===== src/rtl/result_fifo.sv =====
// Result FIFO: buffers packed exponential results ({intt, frac, ui}) between
// the exponential wrapper and its downstream consumer. First-word-fall-through
// read port, registered status flags, sticky overflow/underflow indicators.
module result_fifo #(
    parameter int WIDTH = 21,
    parameter int DEPTH = 8,
    parameter int AW    = 3
) (
    input  logic             clk,
    input  logic             rst,
    input  logic             wr_req,
    input  logic [WIDTH-1:0] wr_data,
    input  logic             rd_req,
    output logic [WIDTH-1:0] rd_data,
    output logic             full,
    output logic             empty,
    output logic             almost_full,
    output logic [AW:0]      count,
    output logic             ovf,
    output logic             udf
);

    localparam logic [AW-1:0] PTR_ONE  = {{(AW-1){1'b0}}, 1'b1};
    localparam logic [AW:0]   CNT_ONE  = {{AW{1'b0}}, 1'b1};
    localparam logic [AW:0]   CNT_FULL = (AW+1)'(DEPTH);
    localparam logic [AW:0]   CNT_AF   = (AW+1)'(DEPTH - 1);

    logic [WIDTH-1:0] mem_q [DEPTH];
    logic [AW-1:0]    wp_q, wp_d;
    logic [AW-1:0]    rp_q, rp_d;
    logic [AW:0]      count_q, count_d;
    logic             ovf_q, ovf_d;
    logic             udf_q, udf_d;
    logic             push_ok;
    logic             pop_ok;

    // Status flags come straight from the registered count so no request
    // input can reach them combinationally.
    assign full        = (count_q == CNT_FULL);
    assign empty       = (count_q == '0);
    assign almost_full = (count_q >= CNT_AF);
    assign count       = count_q;
    assign ovf         = ovf_q;
    assign udf         = udf_q;
    assign rd_data     = mem_q[rp_q];

    // A push into a full FIFO is still accepted when a pop frees the slot on
    // the same edge; the new word lands in the slot being vacated.
    assign pop_ok  = rd_req & ~empty;
    assign push_ok = wr_req & (~full | pop_ok);

    // Next-state for pointers, occupancy and sticky error flags.
    always_comb begin
        wp_d    = wp_q;
        rp_d    = rp_q;
        count_d = count_q;
        ovf_d   = ovf_q;
        udf_d   = udf_q;
        if (push_ok) begin
            wp_d = wp_q + PTR_ONE;
        end
        if (pop_ok) begin
            rp_d = rp_q + PTR_ONE;
        end
        if (push_ok && !pop_ok) begin
            count_d = count_q + CNT_ONE;
        end else if (pop_ok && !push_ok) begin
            count_d = count_q - CNT_ONE;
        end
        if (wr_req && !push_ok) begin
            ovf_d = 1'b1;
        end
        if (rd_req && empty) begin
            udf_d = 1'b1;
        end
    end

    // Control state register; reset wins over any concurrent request.
    always_ff @(posedge clk) begin
        if (rst) begin
            wp_q    <= '0;
            rp_q    <= '0;
            count_q <= '0;
            ovf_q   <= 1'b0;
            udf_q   <= 1'b0;
        end else begin
            wp_q    <= wp_d;
            rp_q    <= rp_d;
            count_q <= count_d;
            ovf_q   <= ovf_d;
            udf_q   <= udf_d;
        end
    end

    // Storage array; contents are not cleared on reset, only the write is
    // suppressed so a push coinciding with reset leaves no trace.
    always_ff @(posedge clk) begin
        if (!rst && push_ok) begin
            mem_q[wp_q] <= wr_data;
        end
    end

endmodule


===== config.mk =====
export PLATFORM = sky130hd
export DESIGN_NAME = result_fifo
export DESIGN_NICKNAME = d
export VERILOG_FILES = /design/src/rtl/result_fifo.sv
export SDC_FILE = /design/constraint.sdc
export NUM_CORES = 1
export LEC_CHECK = 0
export BUFFER_PORTS_ARGS = -buffer_cell sky130_fd_sc_hd__buf_2
export CAP_MARGIN = 10
export CORE_UTILIZATION = 35
export CTS_CLUSTER_SIZE = 10
export DETAILED_ROUTE_END_ITERATION = 10
export SYNTH_ARGS = -nofsm -noshare
export SYNTH_HDL_FRONTEND = slang
export SYNTH_SLANG_ARGS = --single-unit

===== constraint.sdc =====
create_clock -name clk -period 3.25 [get_ports clk]
set_input_delay 0.1625 -clock clk [delete_from_list [all_inputs] [get_ports clk]]
set_output_delay 0.1625 -clock clk [all_outputs]
set_load 0.005 [all_outputs]

======== After elaboration in Yosys (flattened, before gate mapping) ========
Memories as Yosys holds them, arrays and structs flattened. A register that Yosys moved wholly into a read port is not among the register bits.
Cells that the tools add are included.
storage, ports and cells
  register bits after elaboration ......... 12
  bits in writable memories ............... 168
  input bits .............................. 25
  output and inout port bits .............. 30
  logic and storage cells ................. 33
  memories ................................ 1
cells by class
  add/sub/neg operators ................... 4
  $lt $le $gt $ge ......................... 1
  eq/ne operators ......................... 1
  mux-type cells .......................... 6
  bitwise gates (word level) .............. 5
  reduce and logical (&&, ||, !) cells .... 10
memories
  memory  words  bits a word  rd ports  clocked after memory_dff  write ports  line  RTL
  mem_q   8      21           1         1                         1            28    logic [WIDTH-1:0] mem_q [DEPTH];
operators with widths
  kind                                                                number
  two-way mux 4 bit                                                   2
  adder 3 x 1 -> 3 bit (second input constant)                        2
  two-way mux 3 bit                                                   2
  logical AND 1 bit                                                   5
  adder 4 x 1 -> 4 bit (second input constant)                        1
  == test 4 bit (second input constant)                               1
  greater-or-equal comparator 4 x 3 -> 1 bit (second input constant)  1
  logical NOT 4 bit                                                   1
  subtractor 4 x 1 -> 4 bit (second input constant)                   1
  logical NOT 1 bit                                                   3
  bitwise AND 1 bit                                                   2
  two-way mux 1 bit                                                   2
  inverter 1 bit                                                      2
  nonzero test 2 bit                                                  1
  OR 1 bit                                                            1

======== Depth between registers and ports, before layout ========
Gate-level depths: netlist (run 1).
  depth after elaboration ................. 9
  gate-level depth with buffers ........... 10
  gate-level depth less buffers ........... 10

======== Least setup slack after synthesis (run 1) ========
No wires, ideal clock.
  kind .................................... register -> register
  from .................................... reg count_q[0] (netlist: count[0])
  to ...................................... mem mem_q[0][0] (enable)
  setup time .............................. 0.460 ns
  arrival time ............................ 3.027 ns
  data required time ...................... 2.790 ns
  path slack .............................. -0.237 ns
  cell stages (with the launch flop) ...... 4
  buffers on the path ..................... 0
  period minus slack after synthesis ...... 3.487 ns
  cell sequence ........................... dfxtp_1 > or4b_4 > o21ai_4 > nor4b_1
between the ends
  cells in the longest elaborated chain, start to end .. 8
  elaborated cells on any way between the ends .. 10
  classes of those cells .................. 1 x eq/ne; 2 x mux; 5 x bitwise; 2 x reduce/logical
RTL lines
  element                                      line  RTL
  start, declared                              31    logic [AW:0] count_q, count_d;
  start signal, assigned                       89    count_q <= count_d;
  logical NOT 4 bit                            40    assign empty = (count_q == '0);
  inverter 1 bit                               49    assign pop_ok = rd_req & ~empty;
  bitwise AND 1 bit                            49
  OR 1 bit (*)                                 50    assign push_ok = wr_req & (~full | pop_ok);
  bitwise AND 1 bit (*)                        50
  logical AND 1 bit (*)                        98    if (!rst && push_ok) begin
  two-way mux 1 bit (*)                        98
  two-way mux 1 bit (implied by the code) (*)  99    mem_q[wp_q] <= wr_data;
  end, declared                                28
Mark *: on every way between the ends. The rest lies on a longest branch, timed or not.

======== Worst setup path in the final report (run 1) ========
  from .................................... reg count_q[0] (netlist: count[0])
  to ...................................... reg count_q[3] (netlist: count[3])
between the ends
  cells in the longest elaborated chain, start to end .. 8
  elaborated cells on any way between the ends .. 16
  classes of those cells .................. 2 x add/sub; 1 x eq/ne; 2 x mux; 5 x bitwise; 6 x reduce/logical
RTL lines
  element                              line  RTL
  logical NOT 4 bit                    40
  inverter 1 bit                       49
  bitwise AND 1 bit                    49
  OR 1 bit                             50
  bitwise AND 1 bit                    50
  logical NOT 1 bit                    67    end else if (pop_ok && !push_ok) begin
  logical AND 1 bit                    67
  nonzero test 2 bit (no source line)  -
Parallel ways exist; a longest one is shown, timed or not. The select of a mux whose other input is x is not followed.
A chain may end at the register's enable or synchronous reset.

==> flow_summary_export.csv, run 1 <==
group,metric,value,unit
global_routing,overflow,0,
timing,finalHoldViolations,0,
logic_synthesis,synth_cell_types,34,
worst_hold_path,hold_class,"in -> reg",
floorplanning,rows,51,
setup_path,crit_start,"count[0]$_SDFFE_PP0P_",
detailed_routing,drc,0,
global_routing,met3_usage,3.865,%
global_routing,grt.met2_usage,20.62,%
timing,timing.final.crit_period,2952,ps
setup_path,crit_required,3560,ps
timing,max_freq,338.8,MHz
detailed_routing,dr.pass1.iters,4,
setup_path,reg2reg_slack,300,ps
setup_path,cp_cell_sequence,"or4b_4 > o21ai_4 > inv_2 > ha_1 > inv_1 > ha_1 > a21oi_1 > a211oi_1 > a31oi_1 > mux2_1",
timing,fin_worst_skew,4.680,ps
setup_path,endpoint_kind,"flip-flop",
setup_path,critPathMaxStageDelay,620,ps
detailed_routing,via_per_inst,4.881,
cts,cts_sinks,183,
timing,worstMarginPinSlew,1116,ps
logic_synthesis,synth_edf_count,168,
setup_path,cp-start-kind,"flip-flop",
placement,post-place-ws,329.1,ps
logic_synthesis,syn_avg_cell_area,21.63,um^2
logic_synthesis,ys_seq_area_share,75.81,%
logic_synthesis,yosysWarnings,0,
global_routing,grt_usage,13.40,%
global_routing,grt-busiest-layer,"met2",
floorplanning,die_area,20720,um^2
global_routing,grt_start_max_net_pins,43,
logic_synthesis,syn_inst,326,
global_routing,grt_pass1_wl,19440,um
setup_path,cp.arrival,3260,ps
timing,relSlewSlack,25.18,%
detailed_routing,wl,12590,um
setup_path,worstSetupPathType,"reg -> reg",
floorplanning,core-area,19590,um^2
setup_path,cpMostUsedCell,"ha_1",
pwr,leakagePower,2.735,nW
global_routing,antenna_found_initial,1,
logic_synthesis,synth_top_area_share,71.55,%
detailed_routing,detail-route-antenna-nets,0,
placement,numPortBuffers,54,
setup_path,crit_path_max_fanout,8,
pwr,vdd_drop_max,0.0003939,V
cts,clockBufferDepth,2,
floorplanning,start_util,35.99,%
cts,cts.htree.levels,4,
timing,timing.final.crit_share,90.82,%
placement,dp_hpwl,7286,um
detailed_routing,drt_iter0_markers,219,
setup_path,r2r-start,"count[0]$_SDFFE_PP0P_",
logic_synthesis,synth_area_leader_cell,"edfxtp_1",
finish,area_growth,19.09,%
logic_synthesis,post_synth_main_area_contributors,"edfxtp_1 (72%), mux4_2 (13%), dfxtp_1 (4.3%)",
run,drv_cap,0,
timing,setup_slack,298.4,ps
logic_synthesis,synth_seq_cells,183,
placement,gp_congestion,0.7208,
timing,setup_viol,0,
cts,tritoncts,"built",
run_status,status,"completed",
floorplanning,die_y,143.9,um
cts,cts_buffers,17,
setup_path,cpMaxStageDelayCell,"or4b_4",
finish,drive_above_1_share,41.73,%
timing,rsz0062_at_grt,"no",
cts,clkTransAtPathRegs,60,ps
global_routing,grt_use_met1,17.64,%
cts,cts_root_buf,"clkbuf_16",
timing,final.setup.tns,0,ps
setup_path,reg2regPathDepth,10,
cts,insertion_delay,420,ps
detailed_routing,wl_per_cell,18.43,um
logic_synthesis,synth_area,7051,um^2
global_routing,grt_pass1_vias,3462,
worst_hold_path,holdCritStartpoint,"wr_data[15]",
cts,ctsResizeCount,0,
finish,finalNetCount,435,
timing,holdWs,13.78,ps
setup_path,critPathCapture,"count[3]$_SDFFE_PP0P_",
floorplanning,die_w,143.9,um
logic_synthesis,syn_nets,357,
floorplanning,boundaryPins,55,
timing,finalMaxSlewViolations,0,
detailed_routing,vias,3334,
logic_synthesis,ys.flop_type,"edfxtp_1",
logic_synthesis,synth-async-reset-ratio,0,%
setup_path,worst_r2r_endpoint,"count[3]$_SDFFE_PP0P_",
pwr,power_density,715.1,nW/um^2
-- cells by family (layout without fill, tap and decap cells) --
kind of cell,Yosys count,after routing,synth area share [%]
flip-flops,183,183,75.81
multiplexers,66,66,17.21
AND/OR/NAND/NOR,35,35,2.413
buffers and inverters,19,110,1.455
AO/OA/AOI/OAI,12,12,1.313
adder cells (fa/ha/maj),6,6,1.171
XOR/XNOR,5,5,0.6212
other,0,1,0
-- report_power, final --
| part | switching [W] | internal (W) | leakage, nW |
|---|---|---|---|
| combinational | 0.000573 | 0.000704 | 0.813 |
| sequential | 0.0000750 | 0.00266 | 1.64 |
| clock | 0.000855 | 0.00113 | 0.280 |
| total | 0.00150 | 0.00450 | 2.73 |
-- how the worst min path moves through the flow --
| stage | end | slack (ps) | cells past startpoint |
|---|---|---|---|
| 3_5_place_dp | mem_q[2][1]$_DFFE_PP_ | 440 | 1 |
| 5_1_grt | mem_q[6][2]$_DFFE_PP_ | 6 | 1 |
| 6_report | mem_q[4][15]$_DFFE_PP_ | 10 | 1 |
| 2_1_floorplan | mem_q[0][0]$_DFFE_PP_ | 260 | 0 |
| 4_1_cts | mem_q[1][4]$_DFFE_PP_ | 1 | 1 |
| 3_3_place_gp | mem_q[1][3]$_DFFE_PP_ | 430 | 1 |
-- layout make-up --
cell class | instances | area, um^2
fill | 1701 | 11190
sequential | 183 | 5348
multi-input combinational | 124 | 1668
timing repair buffer | 74 | 452.9
clock buffer | 17 | 425.4
tap | 265 | 331.6
clock inverter | 15 | 153.9
inverter | 4 | 15.01
antenna | 1 | 2.502
-- cell usage in the layout (no fill, tap or decap), types with 3 or more instances in the layout --
master	synthesis	final
a21oi_1	5	5
buf_2	1	54
buf_4	0	11
clkbuf_16	0	17
clkinv_1	0	3
clkinv_4	0	6
dfxtp_1	15	13
dlygate4sd3_1	0	8
edfxtp_1	168	168
ha_1	5	5
inv_1	3	3
mux2_2	21	21
mux4_2	42	42
nand2_1	4	4
nor2_1	18	16
nor3_2	0	3
xor2_1	3	3
-- Yosys cell counts (4+ instances only) --
master,n
edfxtp_1,168
mux4_2,42
mux2_2,21
nor2_1,18
dfxtp_1,15
clkbuf_1,10
a21oi_1,5
ha_1,5
buf_6,4
nand2_1,4
-- timing repair --
action | 4_1_cts | 5_1_grt
hold buffers | 8 | 0
endpoints found under the hold margin | 64 | 0
setup buffers | 0 | 0
-- per-layer routing --
layer	part of all wire, %	vias up
met4	1.7	0
met5	0	-
met3	4.7	14
met1	46	1744
li1	-	1502
met2	48	74
-- critical path: cells and delay by family, from the launching register on --
family,cells,cell delay [ps]
fa+ha+maj,2,500
flops,1,410
compound gates,4,740
mux,1,330
simple gates,1,620
buf+inv,2,240
-- sequential cells by signal, summed over array words and instances, names as in the netlist, named ones only --
| name | flops |
|---|---|
| count | 4 |
| mem_q | 168 |
| ovf | 1 |
| rp_q | 3 |
| udf | 1 |
| wp_q | 3 |
-- per-stage QoR --
stage	power [W]	cells	area [um^2]	utilization, %
after floorplan	0.003718	326	7069	-
after global placement	0.004062	642	7735	39.48
after detailed placement	0.004085	642	7735	39.48
after CTS	0.006074	682	8394	42.85
after global routing	0.006273	682	8394	42.85
final	0.006005	683	8397	42.86
Power figures use the tool's default switching activity.
==> run 2, diff against run 1 <==
--- a/config.mk
+++ b/config.mk
@@ -7,9 +7,11 @@
 export LEC_CHECK = 0
 export BUFFER_PORTS_ARGS = -buffer_cell sky130_fd_sc_hd__buf_2
 export CAP_MARGIN = 10
-export CORE_UTILIZATION = 35
+export CORE_UTILIZATION = 63
+export CTS_CLUSTER_DIAMETER = 30
 export CTS_CLUSTER_SIZE = 10
 export DETAILED_ROUTE_END_ITERATION = 10
+export PLACE_DENSITY = 0.83
 export SYNTH_ARGS = -nofsm -noshare
 export SYNTH_HDL_FRONTEND = slang
 export SYNTH_SLANG_ARGS = --single-unit
==> constraint.sdc (replaced) <==
create_clock -name clk -period 3.4 [get_ports clk]
set_input_delay 0.17 -clock clk [delete_from_list [all_inputs] [get_ports clk]]
set_output_delay 0.17 -clock clk [all_outputs]
set_load 0.005 [all_outputs]
==> flow_summary_export.csv, run 2 (synthesis gave the netlist of run 1 again) <==
group,metric,value,unit
cts,insertion_delay,530,ps
floorplanning,rows,38,
global_routing,grt_usage,24.57,%
timing,timing.final.crit_share,86.66,%
floorplanning,die_w,107.8,um
global_routing,overflow,0,
pwr,vdd_drop_max,0.0003986,V
floorplanning,core-area,10890,um^2
global_routing,grt_pass1_vias,3604,
finish,finalNetCount,453,
detailed_routing,drt_iter0_markers,219,
cts,cts_buffers,17,
global_routing,grt_pass1_wl,19720,um
floorplanning,die_area,11620,um^2
setup_path,cp_cell_sequence,"or4b_4 > o21ai_4 > inv_2 > ha_1 > inv_1 > ha_1 > a21oi_1 > a211oi_1 > a31oi_1 > mux2_1",
global_routing,grt_start_max_net_pins,30,
setup_path,cpMostUsedCell,"ha_1",
placement,post-place-cells,518,
finish,layout_common_cells,"edfxtp_1 (168), buf_2 (54), mux4_2 (42), dlygate4sd3_1 (25), mux2_2 (21)",
global_routing,antenna_found_initial,0,
cts,postCtsSetupRepairBufs,0,
finish,final_common_cell,"edfxtp_1",
worst_hold_path,hold_class,"in -> reg",
timing,final.setup.tns,0,ps
pwr,leakagePower,2.800,nW
timing,rsz0062_at_grt,"no",
finish,area_growth,19.02,%
floorplanning,start_util,64.76,%
cts,clockBufferDepth,2,
finish,fill_cells,544,
setup_path,worstSetupPathType,"reg -> reg",
setup_path,crit_required,3820,ps
timing,timing.final.crit_period,2946,ps
detailed_routing,via_per_inst,5.970,
timing,max_freq,339.4,MHz
cts,cts_sinks,183,
cts,tritoncts,"built",
setup_path,cp-start-kind,"flip-flop",
finish,largest-register,"mem_q",
pwr,power.total,0.005747,W
setup_path,crit_path_max_fanout,8,
run,drv_cap,0,
pwr,power_density,684.8,nW/um^2
detailed_routing,drc,0,
setup_path,path_buf_inv,2,
detailed_routing,dr.pass1.iters,4,
detailed_routing,vias,3433,
floorplanning,boundaryPins,55,
cts,cts.htree.levels,4,
setup_path,critPathMaxStageDelay,620,ps
run_status,status,"completed",
detailed_routing,detail-route-antenna-nets,0,
finish,drive_above_1_share,39.77,%
timing,setup_viol,0,
placement,numPortBuffers,54,
finish,diodes,0,
timing,finalMaxSlewViolations,0,
timing,worstMarginPinSlew,914.3,ps
timing,relSlewSlack,38.79,%
placement,gp_congestion,0.7165,
finish,largest_reg_flops,168,
finish,fin_cells,575,
floorplanning,die_y,107.8,um
detailed_routing,wl,12840,um
setup_path,endpoint_kind,"flip-flop",
cts,clkTransAtPathRegs,70,ps
timing,holdWs,445.7,ps
detailed_routing,wl_per_cell,22.34,um
setup_path,cp.arrival,3370,ps
cts,cts_root_buf,"clkbuf_8",
timing,fin_worst_skew,11.17,ps
timing,finalHoldViolations,0,
setup_path,cpMaxStageDelayCell,"or4b_4",
setup_path,crit_family,"compound AO/OA/AOI/OAI gates",
placement,dp_hpwl,7187,um
-- run 2: cell types whose count changed in the layout (fill, tap and decap cells not counted), sizes merged --
cell,before,now
dlygate4sd3,8,25
clkinv,10,8
clkinvlp,1,3
inv,6,4
buf,66,67
bufinv,2,3
clkbuf,17,18
diode,1,0
-- run 2: metal layers --
metal	share of wire (%)	track usage, %
met1	40	31.04
met4	0.82	10.18
met2	53	40.80
met5	0	0
met3	7.1	6.235
-- run 2: area by class of cell --
| cell class | instances | area [um^2] | area share (%) |
|---|---|---|---|
| Sequential cell | 183 | 5348 | 63.72 |
| Multi-Input combinational cell | 124 | 1659 | 19.77 |
| Timing Repair Buffer | 92 | 618.1 | 7.365 |
| Clock buffer | 18 | 417.9 | 4.980 |
| Tap cell | 140 | 175.2 | 2.087 |
| Clock inverter | 14 | 158.9 | 1.894 |
| Inverter | 4 | 15.01 | 0.1789 |
-- run 2: per-stage QoR --
| step | utilization [%] | worst slack [ps] | instance area, um^2 |
|---|---|---|---|
| floorplan | - | 86.59 | 7063 |
| global placement | 69.48 | 571.0 | 7565 |
| detailed placement | 69.48 | 485.4 | 7565 |
| CTS | 77.07 | 477.0 | 8392 |
| global route | 77.07 | 283.3 | 8392 |
| finish | 77.07 | 453.7 | 8392 |
-- run 2: where the power goes --
part | internal, W | total, W | switching (W)
clock network | 0.00111 | 0.00190 | 0.000785
registers | 0.00255 | 0.00270 | 0.000155
logic | 0.000678 | 0.00115 | 0.000472
total | 0.00434 | 0.00575 | 0.00141
-- run 2: worst paths after layout --
path / startpoint / to / slack, ps / cells past startpoint
setup / recovery: count[0]$_SDFFE_PP0P_ / count[3]$_SDFFE_PP0P_ / 450 / 10
hold / removal: wr_data[5] / mem_q[6][5]$_DFFE_PP_ / 450 / 2
setup reg to reg: count[0]$_SDFFE_PP0P_ / count[3]$_SDFFE_PP0P_ / 450 / 10
hold reg to reg: udf$_SDFFE_PP0P_ / udf$_SDFFE_PP0P_ / 500 / 2
-- run 2: repair_timing --
item / in CTS / in global routing
endpoints found under the setup margin: 0 / 0
hold buffers: 25 / 0
hold endpoints to repair: 176 / 0
gates resized for setup: 0 / 0
-- run 2: worst reg2reg max path, cell delays in order (launching register included) --
cell,delay [ps]
dfxtp_1,410
or4b_4,620
o21ai_4,270
inv_2,110
ha_1,210
inv_1,130
ha_1,280
a21oi_1,180
a211oi_1,100
a31oi_1,190
mux2_1,330
